[src/rtl/mc_controller_if.sv]
// Bundle of IR fields, memory/MDU handshakes and decoded controls between the
// multi-cycle MIPS controller (master) and the datapath (slave).
interface mc_controller_if #(
    parameter int ALUOP_W = 7,
    parameter int WTR_W   = 8
);
    logic [5:0]         op;
    logic [5:0]         func;
    logic               im_ready;
    logic               dm_ready;
    logic               md_busy;
    logic               ir_we;
    logic               pc_we;
    logic [ALUOP_W-1:0] ALUop;
    logic               Wegrf;
    logic               WeDm;
    logic [3:0]         branch;
    logic [3:0]         AluSrc1;
    logic [3:0]         AluSrc2;
    logic [WTR_W-1:0]   WhichtoReg;
    logic [3:0]         RegDst;
    logic               SignExt;
    logic [3:0]         B_change;
    logic [3:0]         DM_type;
    logic               md_start;
    logic [1:0]         md_op;
    logic               ri;
    logic [2:0]         state;

    modport master (
        input  op, func, im_ready, dm_ready, md_busy,
        output ir_we, pc_we, ALUop, Wegrf, WeDm, branch, AluSrc1, AluSrc2,
               WhichtoReg, RegDst, SignExt, B_change, DM_type, md_start,
               md_op, ri, state
    );

    modport slave (
        output op, func, im_ready, dm_ready, md_busy,
        input  ir_we, pc_we, ALUop, Wegrf, WeDm, branch, AluSrc1, AluSrc2,
               WhichtoReg, RegDst, SignExt, B_change, DM_type, md_start,
               md_op, ri, state
    );
endinterface

[src/rtl/mc_controller.sv]
// Multi-cycle MIPS main controller: decodes op/func in DECODE, holds the decoded
// control vectors until the next DECODE, and steps FETCH/DECODE/EXEC/MEM/WB/MDWAIT.
module mc_controller #(
    parameter int ALUOP_W = 7,
    parameter bit MD_EN   = 1'b1,
    parameter int WTR_W   = 8
) (
    input  logic            clk,
    input  logic            reset,
    mc_controller_if.master bus
);
    typedef enum logic [2:0] {
        S_FETCH  = 3'd0,
        S_DECODE = 3'd1,
        S_EXEC   = 3'd2,
        S_MEM    = 3'd3,
        S_WB     = 3'd4,
        S_MDWAIT = 3'd5
    } state_t;

    typedef enum logic [2:0] {
        C_NOP    = 3'd0,
        C_BRANCH = 3'd1,
        C_WB     = 3'd2,
        C_LOAD   = 3'd3,
        C_STORE  = 3'd4,
        C_MD     = 3'd5
    } cls_t;

    typedef struct packed {
        cls_t               cls;
        logic [ALUOP_W-1:0] aluop;
        logic [3:0]         branch;
        logic [3:0]         alu_src1;
        logic [3:0]         alu_src2;
        logic [3:0]         reg_dst;
        logic [3:0]         b_change;
        logic [3:0]         dm_type;
        logic [WTR_W-1:0]   wtr;
        logic               sign_ext;
        logic [1:0]         md_op;
    } ctrl_t;

    localparam logic [5:0] OP_RTYPE = 6'h00;
    localparam logic [5:0] OP_J     = 6'h02;
    localparam logic [5:0] OP_JAL   = 6'h03;
    localparam logic [5:0] OP_BEQ   = 6'h04;
    localparam logic [5:0] OP_BLEZ  = 6'h06;
    localparam logic [5:0] OP_ADDI  = 6'h08;
    localparam logic [5:0] OP_ANDI  = 6'h0C;
    localparam logic [5:0] OP_ORI   = 6'h0D;
    localparam logic [5:0] OP_LUI   = 6'h0F;
    localparam logic [5:0] OP_LB    = 6'h20;
    localparam logic [5:0] OP_LH    = 6'h21;
    localparam logic [5:0] OP_LW    = 6'h23;
    localparam logic [5:0] OP_SB    = 6'h28;
    localparam logic [5:0] OP_SH    = 6'h29;
    localparam logic [5:0] OP_SW    = 6'h2B;

    localparam logic [5:0] F_SLL    = 6'h00;
    localparam logic [5:0] F_SLLV   = 6'h04;
    localparam logic [5:0] F_JR     = 6'h08;
    localparam logic [5:0] F_MFHI   = 6'h10;
    localparam logic [5:0] F_MFLO   = 6'h12;
    localparam logic [5:0] F_MULT   = 6'h18;
    localparam logic [5:0] F_MULTU  = 6'h19;
    localparam logic [5:0] F_DIV    = 6'h1A;
    localparam logic [5:0] F_DIVU   = 6'h1B;
    localparam logic [5:0] F_ADD    = 6'h20;
    localparam logic [5:0] F_ADDU   = 6'h21;
    localparam logic [5:0] F_SUB    = 6'h22;
    localparam logic [5:0] F_SUBU   = 6'h23;
    localparam logic [5:0] F_AND    = 6'h24;
    localparam logic [5:0] F_OR     = 6'h25;
    localparam logic [5:0] F_SLT    = 6'h2A;

    localparam logic [ALUOP_W-1:0] ALU_ADD = ALUOP_W'(1);
    localparam logic [ALUOP_W-1:0] ALU_SUB = ALUOP_W'(2);
    localparam logic [ALUOP_W-1:0] ALU_AND = ALUOP_W'(4);
    localparam logic [ALUOP_W-1:0] ALU_OR  = ALUOP_W'(8);
    localparam logic [ALUOP_W-1:0] ALU_SLL = ALUOP_W'(16);

    localparam logic [WTR_W-1:0] WTR_ALU  = WTR_W'(1);
    localparam logic [WTR_W-1:0] WTR_DM   = WTR_W'(2);
    localparam logic [WTR_W-1:0] WTR_IMM  = WTR_W'(4);
    localparam logic [WTR_W-1:0] WTR_PC4  = WTR_W'(8);
    localparam logic [WTR_W-1:0] WTR_CMP  = WTR_W'(16);
    localparam logic [WTR_W-1:0] WTR_HILO = WTR_W'(32);

    state_t     state_q, state_d;
    ctrl_t      ctrl_q, dec;
    logic       dec_ill;
    logic       dec_md_dep;
    logic [3:0] mem_type;

    // Width encoded in the low opcode bits: x0 byte, x1 half, x3 word.
    assign mem_type = bus.op[1] ? 4'b0001 : (bus.op[0] ? 4'b0010 : 4'b0100);

    always_comb begin
        dec          = '0;
        dec.cls      = C_WB;
        dec.aluop    = ALU_ADD;
        dec.branch   = 4'b0001;
        dec.alu_src1 = 4'b0001;
        dec.alu_src2 = 4'b0001;
        dec.reg_dst  = 4'b0001;
        dec.b_change = 4'b0001;
        dec.dm_type  = 4'b0001;
        dec.wtr      = WTR_ALU;
        dec_ill      = 1'b0;
        dec_md_dep   = 1'b0;
        case (bus.op)
            OP_RTYPE: begin
                case (bus.func)
                    F_ADD, F_ADDU: dec.aluop = ALU_ADD;
                    F_SUB, F_SUBU: dec.aluop = ALU_SUB;
                    F_AND:         dec.aluop = ALU_AND;
                    F_OR:          dec.aluop = ALU_OR;
                    F_SLT: begin
                        dec.aluop    = ALU_SUB;
                        dec.b_change = 4'b0010;
                        dec.wtr      = WTR_CMP;
                    end
                    F_SLL: begin
                        dec.aluop    = ALU_SLL;
                        dec.alu_src1 = 4'b0010;
                        dec.alu_src2 = 4'b0100;
                    end
                    F_SLLV: begin
                        dec.aluop    = ALU_SLL;
                        dec.alu_src1 = 4'b0010;
                        dec.alu_src2 = 4'b1000;
                    end
                    F_JR: begin
                        dec.cls    = C_BRANCH;
                        dec.branch = 4'b1000;
                    end
                    F_MFHI, F_MFLO: begin
                        if (MD_EN) begin
                            dec.wtr    = WTR_HILO;
                            dec_md_dep = 1'b1;
                        end else begin
                            dec_ill = 1'b1;
                        end
                    end
                    F_MULT, F_MULTU, F_DIV, F_DIVU: begin
                        if (MD_EN) begin
                            dec.cls    = C_MD;
                            dec.md_op  = bus.func[1:0];
                            dec_md_dep = 1'b1;
                        end else begin
                            dec_ill = 1'b1;
                        end
                    end
                    default: dec_ill = 1'b1;
                endcase
            end
            OP_J: begin
                dec.cls    = C_BRANCH;
                dec.branch = 4'b0100;
            end
            OP_JAL: begin
                dec.branch  = 4'b0100;
                dec.reg_dst = 4'b0100;
                dec.wtr     = WTR_PC4;
            end
            OP_BEQ, OP_BLEZ: begin
                dec.cls      = C_BRANCH;
                dec.branch   = 4'b0010;
                dec.aluop    = ALU_SUB;
                dec.sign_ext = 1'b1;
                dec.b_change = (bus.op == OP_BEQ) ? 4'b0001 : 4'b0100;
            end
            OP_ADDI, OP_ANDI, OP_ORI, OP_LUI: begin
                dec.alu_src2 = 4'b0010;
                dec.reg_dst  = 4'b0010;
                dec.sign_ext = (bus.op == OP_ADDI);
                if (bus.op == OP_ANDI) dec.aluop = ALU_AND;
                if (bus.op == OP_ORI)  dec.aluop = ALU_OR;
                if (bus.op == OP_LUI)  dec.wtr   = WTR_IMM;
            end
            OP_LB, OP_LH, OP_LW: begin
                dec.cls      = C_LOAD;
                dec.alu_src2 = 4'b0010;
                dec.reg_dst  = 4'b0010;
                dec.sign_ext = 1'b1;
                dec.wtr      = WTR_DM;
                dec.dm_type  = mem_type;
            end
            OP_SB, OP_SH, OP_SW: begin
                dec.cls      = C_STORE;
                dec.alu_src2 = 4'b0010;
                dec.sign_ext = 1'b1;
                dec.dm_type  = mem_type;
            end
            default: dec_ill = 1'b1;
        endcase
        if (dec_ill) dec.cls = C_NOP;
    end

    always_ff @(posedge clk or negedge reset) begin
        if (!reset) begin
            state_q <= S_FETCH;
            ctrl_q  <= '0;
        end else begin
            state_q <= state_d;
            if (state_q == S_DECODE) ctrl_q <= dec;
        end
    end

    always_comb begin
        state_d      = state_q;
        bus.ir_we    = 1'b0;
        bus.pc_we    = 1'b0;
        bus.Wegrf    = 1'b0;
        bus.WeDm     = 1'b0;
        bus.md_start = 1'b0;
        bus.ri       = 1'b0;
        case (state_q)
            S_FETCH: begin
                // Gated by reset so nothing is latched while the core is held.
                bus.ir_we = bus.im_ready & reset;
                if (bus.im_ready) state_d = S_DECODE;
            end
            S_DECODE: begin
                bus.ri  = dec_ill;
                state_d = (dec_md_dep && bus.md_busy) ? S_MDWAIT : S_EXEC;
            end
            S_MDWAIT: begin
                if (!bus.md_busy) state_d = S_EXEC;
            end
            S_EXEC: begin
                case (ctrl_q.cls)
                    C_LOAD, C_STORE: state_d = S_MEM;
                    C_WB:            state_d = S_WB;
                    C_MD: begin
                        bus.md_start = 1'b1;
                        bus.pc_we    = 1'b1;
                        state_d      = S_FETCH;
                    end
                    default: begin
                        bus.pc_we = 1'b1;
                        state_d   = S_FETCH;
                    end
                endcase
            end
            S_MEM: begin
                if (ctrl_q.cls == C_STORE) begin
                    bus.WeDm = 1'b1;
                    if (bus.dm_ready) begin
                        bus.pc_we = 1'b1;
                        state_d   = S_FETCH;
                    end
                end else if (bus.dm_ready) begin
                    state_d = S_WB;
                end
            end
            S_WB: begin
                bus.Wegrf = 1'b1;
                bus.pc_we = 1'b1;
                state_d   = S_FETCH;
            end
            default: state_d = S_FETCH;
        endcase
    end

    assign bus.state      = state_q;
    assign bus.ALUop      = ctrl_q.aluop;
    assign bus.branch     = ctrl_q.branch;
    assign bus.AluSrc1    = ctrl_q.alu_src1;
    assign bus.AluSrc2    = ctrl_q.alu_src2;
    assign bus.WhichtoReg = ctrl_q.wtr;
    assign bus.RegDst     = ctrl_q.reg_dst;
    assign bus.SignExt    = ctrl_q.sign_ext;
    assign bus.B_change   = ctrl_q.b_change;
    assign bus.DM_type    = ctrl_q.dm_type;
    assign bus.md_op      = ctrl_q.md_op;
endmodule
[src/flat_wrapper.sv]
// flat-port wrapper written by rule: the top's interface ports become plain ports
module mc_controller_flat 
#(
    parameter int ALUOP_W = 7,
    parameter bit MD_EN   = 1'b1,
    parameter int WTR_W   = 8
)
  (clk, reset, bus_op, bus_func, bus_im_ready, bus_dm_ready, bus_md_busy, bus_ir_we, bus_pc_we, bus_ALUop, bus_Wegrf, bus_WeDm, bus_branch, bus_AluSrc1, bus_AluSrc2, bus_WhichtoReg, bus_RegDst, bus_SignExt, bus_B_change, bus_DM_type, bus_md_start, bus_md_op, bus_ri, bus_state);
  mc_controller_if #(.ALUOP_W(ALUOP_W), .WTR_W(WTR_W)) bus_i ();
  input  logic clk;
  input  logic reset;
  input wire logic [$bits(bus_i.op)-1:0] bus_op;
  input wire logic [$bits(bus_i.func)-1:0] bus_func;
  input wire logic [$bits(bus_i.im_ready)-1:0] bus_im_ready;
  input wire logic [$bits(bus_i.dm_ready)-1:0] bus_dm_ready;
  input wire logic [$bits(bus_i.md_busy)-1:0] bus_md_busy;
  output wire logic [$bits(bus_i.ir_we)-1:0] bus_ir_we;
  output wire logic [$bits(bus_i.pc_we)-1:0] bus_pc_we;
  output wire logic [$bits(bus_i.ALUop)-1:0] bus_ALUop;
  output wire logic [$bits(bus_i.Wegrf)-1:0] bus_Wegrf;
  output wire logic [$bits(bus_i.WeDm)-1:0] bus_WeDm;
  output wire logic [$bits(bus_i.branch)-1:0] bus_branch;
  output wire logic [$bits(bus_i.AluSrc1)-1:0] bus_AluSrc1;
  output wire logic [$bits(bus_i.AluSrc2)-1:0] bus_AluSrc2;
  output wire logic [$bits(bus_i.WhichtoReg)-1:0] bus_WhichtoReg;
  output wire logic [$bits(bus_i.RegDst)-1:0] bus_RegDst;
  output wire logic [$bits(bus_i.SignExt)-1:0] bus_SignExt;
  output wire logic [$bits(bus_i.B_change)-1:0] bus_B_change;
  output wire logic [$bits(bus_i.DM_type)-1:0] bus_DM_type;
  output wire logic [$bits(bus_i.md_start)-1:0] bus_md_start;
  output wire logic [$bits(bus_i.md_op)-1:0] bus_md_op;
  output wire logic [$bits(bus_i.ri)-1:0] bus_ri;
  output wire logic [$bits(bus_i.state)-1:0] bus_state;
  assign bus_i.op = bus_op;
  assign bus_i.func = bus_func;
  assign bus_i.im_ready = bus_im_ready;
  assign bus_i.dm_ready = bus_dm_ready;
  assign bus_i.md_busy = bus_md_busy;
  assign bus_ir_we = bus_i.ir_we;
  assign bus_pc_we = bus_i.pc_we;
  assign bus_ALUop = bus_i.ALUop;
  assign bus_Wegrf = bus_i.Wegrf;
  assign bus_WeDm = bus_i.WeDm;
  assign bus_branch = bus_i.branch;
  assign bus_AluSrc1 = bus_i.AluSrc1;
  assign bus_AluSrc2 = bus_i.AluSrc2;
  assign bus_WhichtoReg = bus_i.WhichtoReg;
  assign bus_RegDst = bus_i.RegDst;
  assign bus_SignExt = bus_i.SignExt;
  assign bus_B_change = bus_i.B_change;
  assign bus_DM_type = bus_i.DM_type;
  assign bus_md_start = bus_i.md_start;
  assign bus_md_op = bus_i.md_op;
  assign bus_ri = bus_i.ri;
  assign bus_state = bus_i.state;
  mc_controller #(.ALUOP_W(ALUOP_W), .MD_EN(MD_EN), .WTR_W(WTR_W)) u_core (.clk(clk), .reset(reset), .bus(bus_i));
endmodule
[config.mk]
export PLATFORM = sky130hd
export DESIGN_NAME = mc_controller_flat
export DESIGN_NICKNAME = d
export VERILOG_FILES = /design/src/rtl/mc_controller_if.sv /design/src/rtl/mc_controller.sv /design/src/flat_wrapper.sv
export SDC_FILE = /design/constraint.sdc
export NUM_CORES = 1
export LEC_CHECK = 0
export ABC_CLOCK_PERIOD_IN_PS = 4700
export CAP_MARGIN = 5
export CORE_AREA = 2 2 73 75
export DETAILED_ROUTE_END_ITERATION = 16
export DIE_AREA = 0 0 75 77
export GPL_TIMING_DRIVEN = 0
export PLACE_DENSITY = 0.85
export SYNTH_ARGS = -nofsm -noshare
export SYNTH_HDL_FRONTEND = slang
export SYNTH_SLANG_ARGS = --single-unit
[constraint.sdc]
create_clock -name clk -period 4.7 [get_ports clk]
set_input_delay 0.94 -clock clk [delete_from_list [all_inputs] [get_ports clk]]
set_output_delay 0.94 -clock clk [all_outputs]
set_load 0.005 [all_outputs]
==> summary.txt <==
Outcome
  • Status: finished clean

CTS
  • Hold Buf Count CTS: 0
  • CTS Buf Count: 5
  • Clock Latency Late Sink: 0.30 ns
  • Postcts setup bufs: 0
  • H-tree levels: 2
  • Post_cts resized: 0
  • Clock root buffer: clkbuf_8
  • TritonCTS clock tree: yes
  • Sinks on Clock Net: 39
  • Clock buffer depth: 2
  • Clock transition at the registers of the reported paths: 0.07 ns

Detailed routing
  • Vias per inst: 5.45
  • Router iterations before antenna repair: 5
  • DR WL/cell: ~15 um
  • Vias: 2386
  • Routed wire length: 6.68 mm
  • Antenna Nets Post-Route: 0
  • # DRC: 0
  • Starting DRC count in detailed routing: ~210

Finish
  • Commonest non-fill, non-tap cells in the layout: clkdlybuf4s50_1, buf_4, dfrtp_1, nand2_1, nor2_1
  • Layout cells sized above 1: 0.177
  • Final design instance area without fill: around 3400 um^2
  • P&R area growth vs syn: 29.6%
  • Sequential Area: around 980 um^2
  • Layout Cells excl Fill: between 400 and 500
  • Final nets: 384
  • Commonest non-fill, non-tap cell in the layout: clkdlybuf4s50_1
  • Antenna cell count: 0
  • Area of the multi-input gates: between 1000 and 1500 um^2
  • Filler instances: 410

Placement
  • Inst Count DP: 430
  • DP HPWL: between 4 and 5 mm
  • Placed inst area: between 3000 and 4000 um^2
  • I/O Buffers: 52
  • GP Congestion: between 0.9 and 1

Worst setup path
  • Worst Path Buf+Inv: 3
  • Startpoint type of the worst setup path: input port
  • Reg2reg end: u_core.ctrl_q[44]$_DFFE_PN0N_
  • Crit path largest cell delay: between 0.5 and 0.6 ns
  • Endpoint class of the critical path: primary output
  • Stages on worst setup path: 8
  • CP max FO: 8
  • Cells along the critical path: clkdlybuf4s50_1 > nor4_4 > and2_1 > buf_4 > o311ai_0 > o2111ai_1 > and2_1 > clkdlybuf4s50_1
  • CP required: about 3.8 ns
  • Kind of critical path: input port to primary output
  • Reg2Reg Depth: 6
  • R2r setup slk: roughly 2.6 ns
  • RR Startpoint: u_core.bus.state[1]$_DFFE_PN0P_
  • Slowest library cell on the worst path: clkdlybuf4s50_1
  • Largest delay share family, worst path: buffers and inverters
  • Critical Path AT: about 3.6 ns

Synthesis
  • Post-synth ARST share: 1.00
  • Seq cells post-synth: 39
  • Sequential share of the synthesized area: 0.378
  • Post-synth top area share: 0.378
  • Top cells by area, synth: dfrtp_1, buf_4, nand2_1
  • Post-synth EDFFs: 0
  • Total of warnings raised by yosys: 0
  • Syn_area_per_cell: approximately 8.6 um^2
  • Post-synth top area cell: dfrtp_1
  • Synth cell types: 58
  • Synthesized cell area: ~2600 um^2
  • Mapped Cells: 300
  • Ys flop type: dfrtp_1

Timing
  • Setup TNS Final: 0 ns
  • Worst slew pin tran: 0.878 ns
  • Hold slack: 0.472 ns
  • Period utilisation layout: 0.970
  • Final setup fails: 0
  • Worst Clk Skew: between 0.004 and 0.005 ns
  • Slew Viols, Final: 0
  • RSZ-0062 raised after global routing: no
  • Worst slew margin: 0.415
  • Hold Fails Final Rpt: 0
  • Minimum clock period: around 4.6 ns
  • Max Clock Freq: about 220 MHz

Floorplan
  • Die W: 75 um
  • Die Ht: 77 um
  • Die area: 5780 um^2
  • Site row count: 26
  • Initial Util: 0.519
  • # IOs: 68
  • Core area: ~5000 um^2

Global routing
  • Initial antenna violation count: 0
  • Vias in the first global route: between 2000 and 2500
  • First-pass GRT wire length: 11.1 mm
  • Total grt overflow: 0
  • GRT Util Overall: 0.247
  • Pin count of the biggest net entering global routing: around 40

Worst hold path
  • HP Start: u_core.bus.md_op[0]$_DFFE_PN0N_
  • Hold Path Depth: 2
  • Hold endpoint: u_core.bus.md_op[0]$_DFFE_PN0N_
  • Worst hold-check path type: flip-flop to flip-flop

Power
  • Power per cell area: ~420 nW/um^2
  • LEAKAGE: around 1.4 nW
  • VDD IR-drop max: 0.194 mV

Flow run
  • MaxCap Viol Count: 0
[sequential cells by signal (all words and copies together) (netlist names), 3 cells and up]
signal / count
u_core.bus.B_change: 3
u_core.bus.state: 3
u_core.bus.DM_type: 3
u_core.ctrl_q: 3
u_core.bus.ALUop: 5
u_core.bus.AluSrc2: 4
u_core.bus.branch: 4
u_core.bus.RegDst: 3
u_core.bus.WhichtoReg: 6
[kinds of logic (layout without fill, tap and decap cells)]
group	count (synthesis)	count (layout)	share of synthesized area
buffers and inverters	69	129	0.167
AOI/OAI and AO/OA	78	78	0.207
other	1	9	0.00145
and+or+nand+nor	111	111	0.241
xor gates and xnor gates	2	2	0.00678
DFF	39	39	0.378
[worst reg2reg max path, cell delays in order (launching register included)]
cell      delay [ns]
dfrtp_1         0.39
buf_2           0.18
or3b_1          0.34
buf_2           0.21
clkbuf_1        0.30
a311oi_1        0.47
a21oi_1         0.07
[Yosys cell counts (2+ instances only)]
master and number:
nor4_4 3, buf_4 42, nor3_1 5, a31oi_1 7
buf_2 4, nand3_1 8, o21ai_0 14, clkbuf_1 14
o22ai_1 6, nor2_1 27, nand3b_1 3, a21o_1 6
a21oi_1 13, nand2_1 35, nor2b_1 6, nand2b_1 4
o21a_1 2, a211oi_1 3, nor4b_1 2, dfrtp_1 39
a22o_1 4, and2_1 3, o31ai_1 4, inv_1 6
nor3b_1 3, o31a_1 2, a32o_1 3, nand4_1 2
[cell type report]
cell class              count  area share
plain buffers              63       0.122
clock buffers               6      0.0217
clock inverters             2      0.0179
inverters                   6     0.00672
multi-input cells         200       0.361
flip-flops and latches     39       0.291
well taps                  70      0.0261
repair buffers             52       0.154
[metrics by stage]
stage | power, W | util | worst slack, ns
2_1_floorplan | 0.000828 | - | 1.54
3_3_place_gp | 0.00107 | 0.648 | 0.189
3_5_place_dp | 0.00108 | 0.647 | 0.221
4_1_cts | 0.00142 | 0.673 | 0.194
5_1_grt | 0.00151 | 0.673 | 0.0227
6_report | 0.00141 | 0.673 | 0.140
[metal layers]
metal  wire, um  part of all wire  global-route usage  vias up
met3        448             0.067              0.0618       13
li1           -                 -                   -     1152
met1       2920              0.44               0.344     1125
met2       3160              0.47               0.374       96
met4        149             0.022              0.0768        0
met5          0                 0                   0        -
[how the worst max path moves through the flow]
| stage | startpoint | end | slack [ns] |
|---|---|---|---|
| 2_1_floorplan | bus_op[3] | bus_ri | 1.54 |
| 3_3_place_gp | bus_op[2] | bus_ri | 0.19 |
| 3_5_place_dp | bus_op[2] | bus_ri | 0.22 |
| 4_1_cts | bus_op[2] | bus_ri | 0.19 |
| 5_1_grt | bus_op[2] | bus_ri | 0.02 |
| 6_report | bus_op[2] | bus_ri | 0.14 |
[power by group]
group,switching (W),leakage (nW),internal (W)
Sequential,0.0000621,0.499,0.000406
Clock,0.000120,0.0654,0.000212
Combinational,0.000299,0.882,0.000315
Total,0.000481,1.45,0.000934
Note: power is estimated with default switching activity, not from simulation.
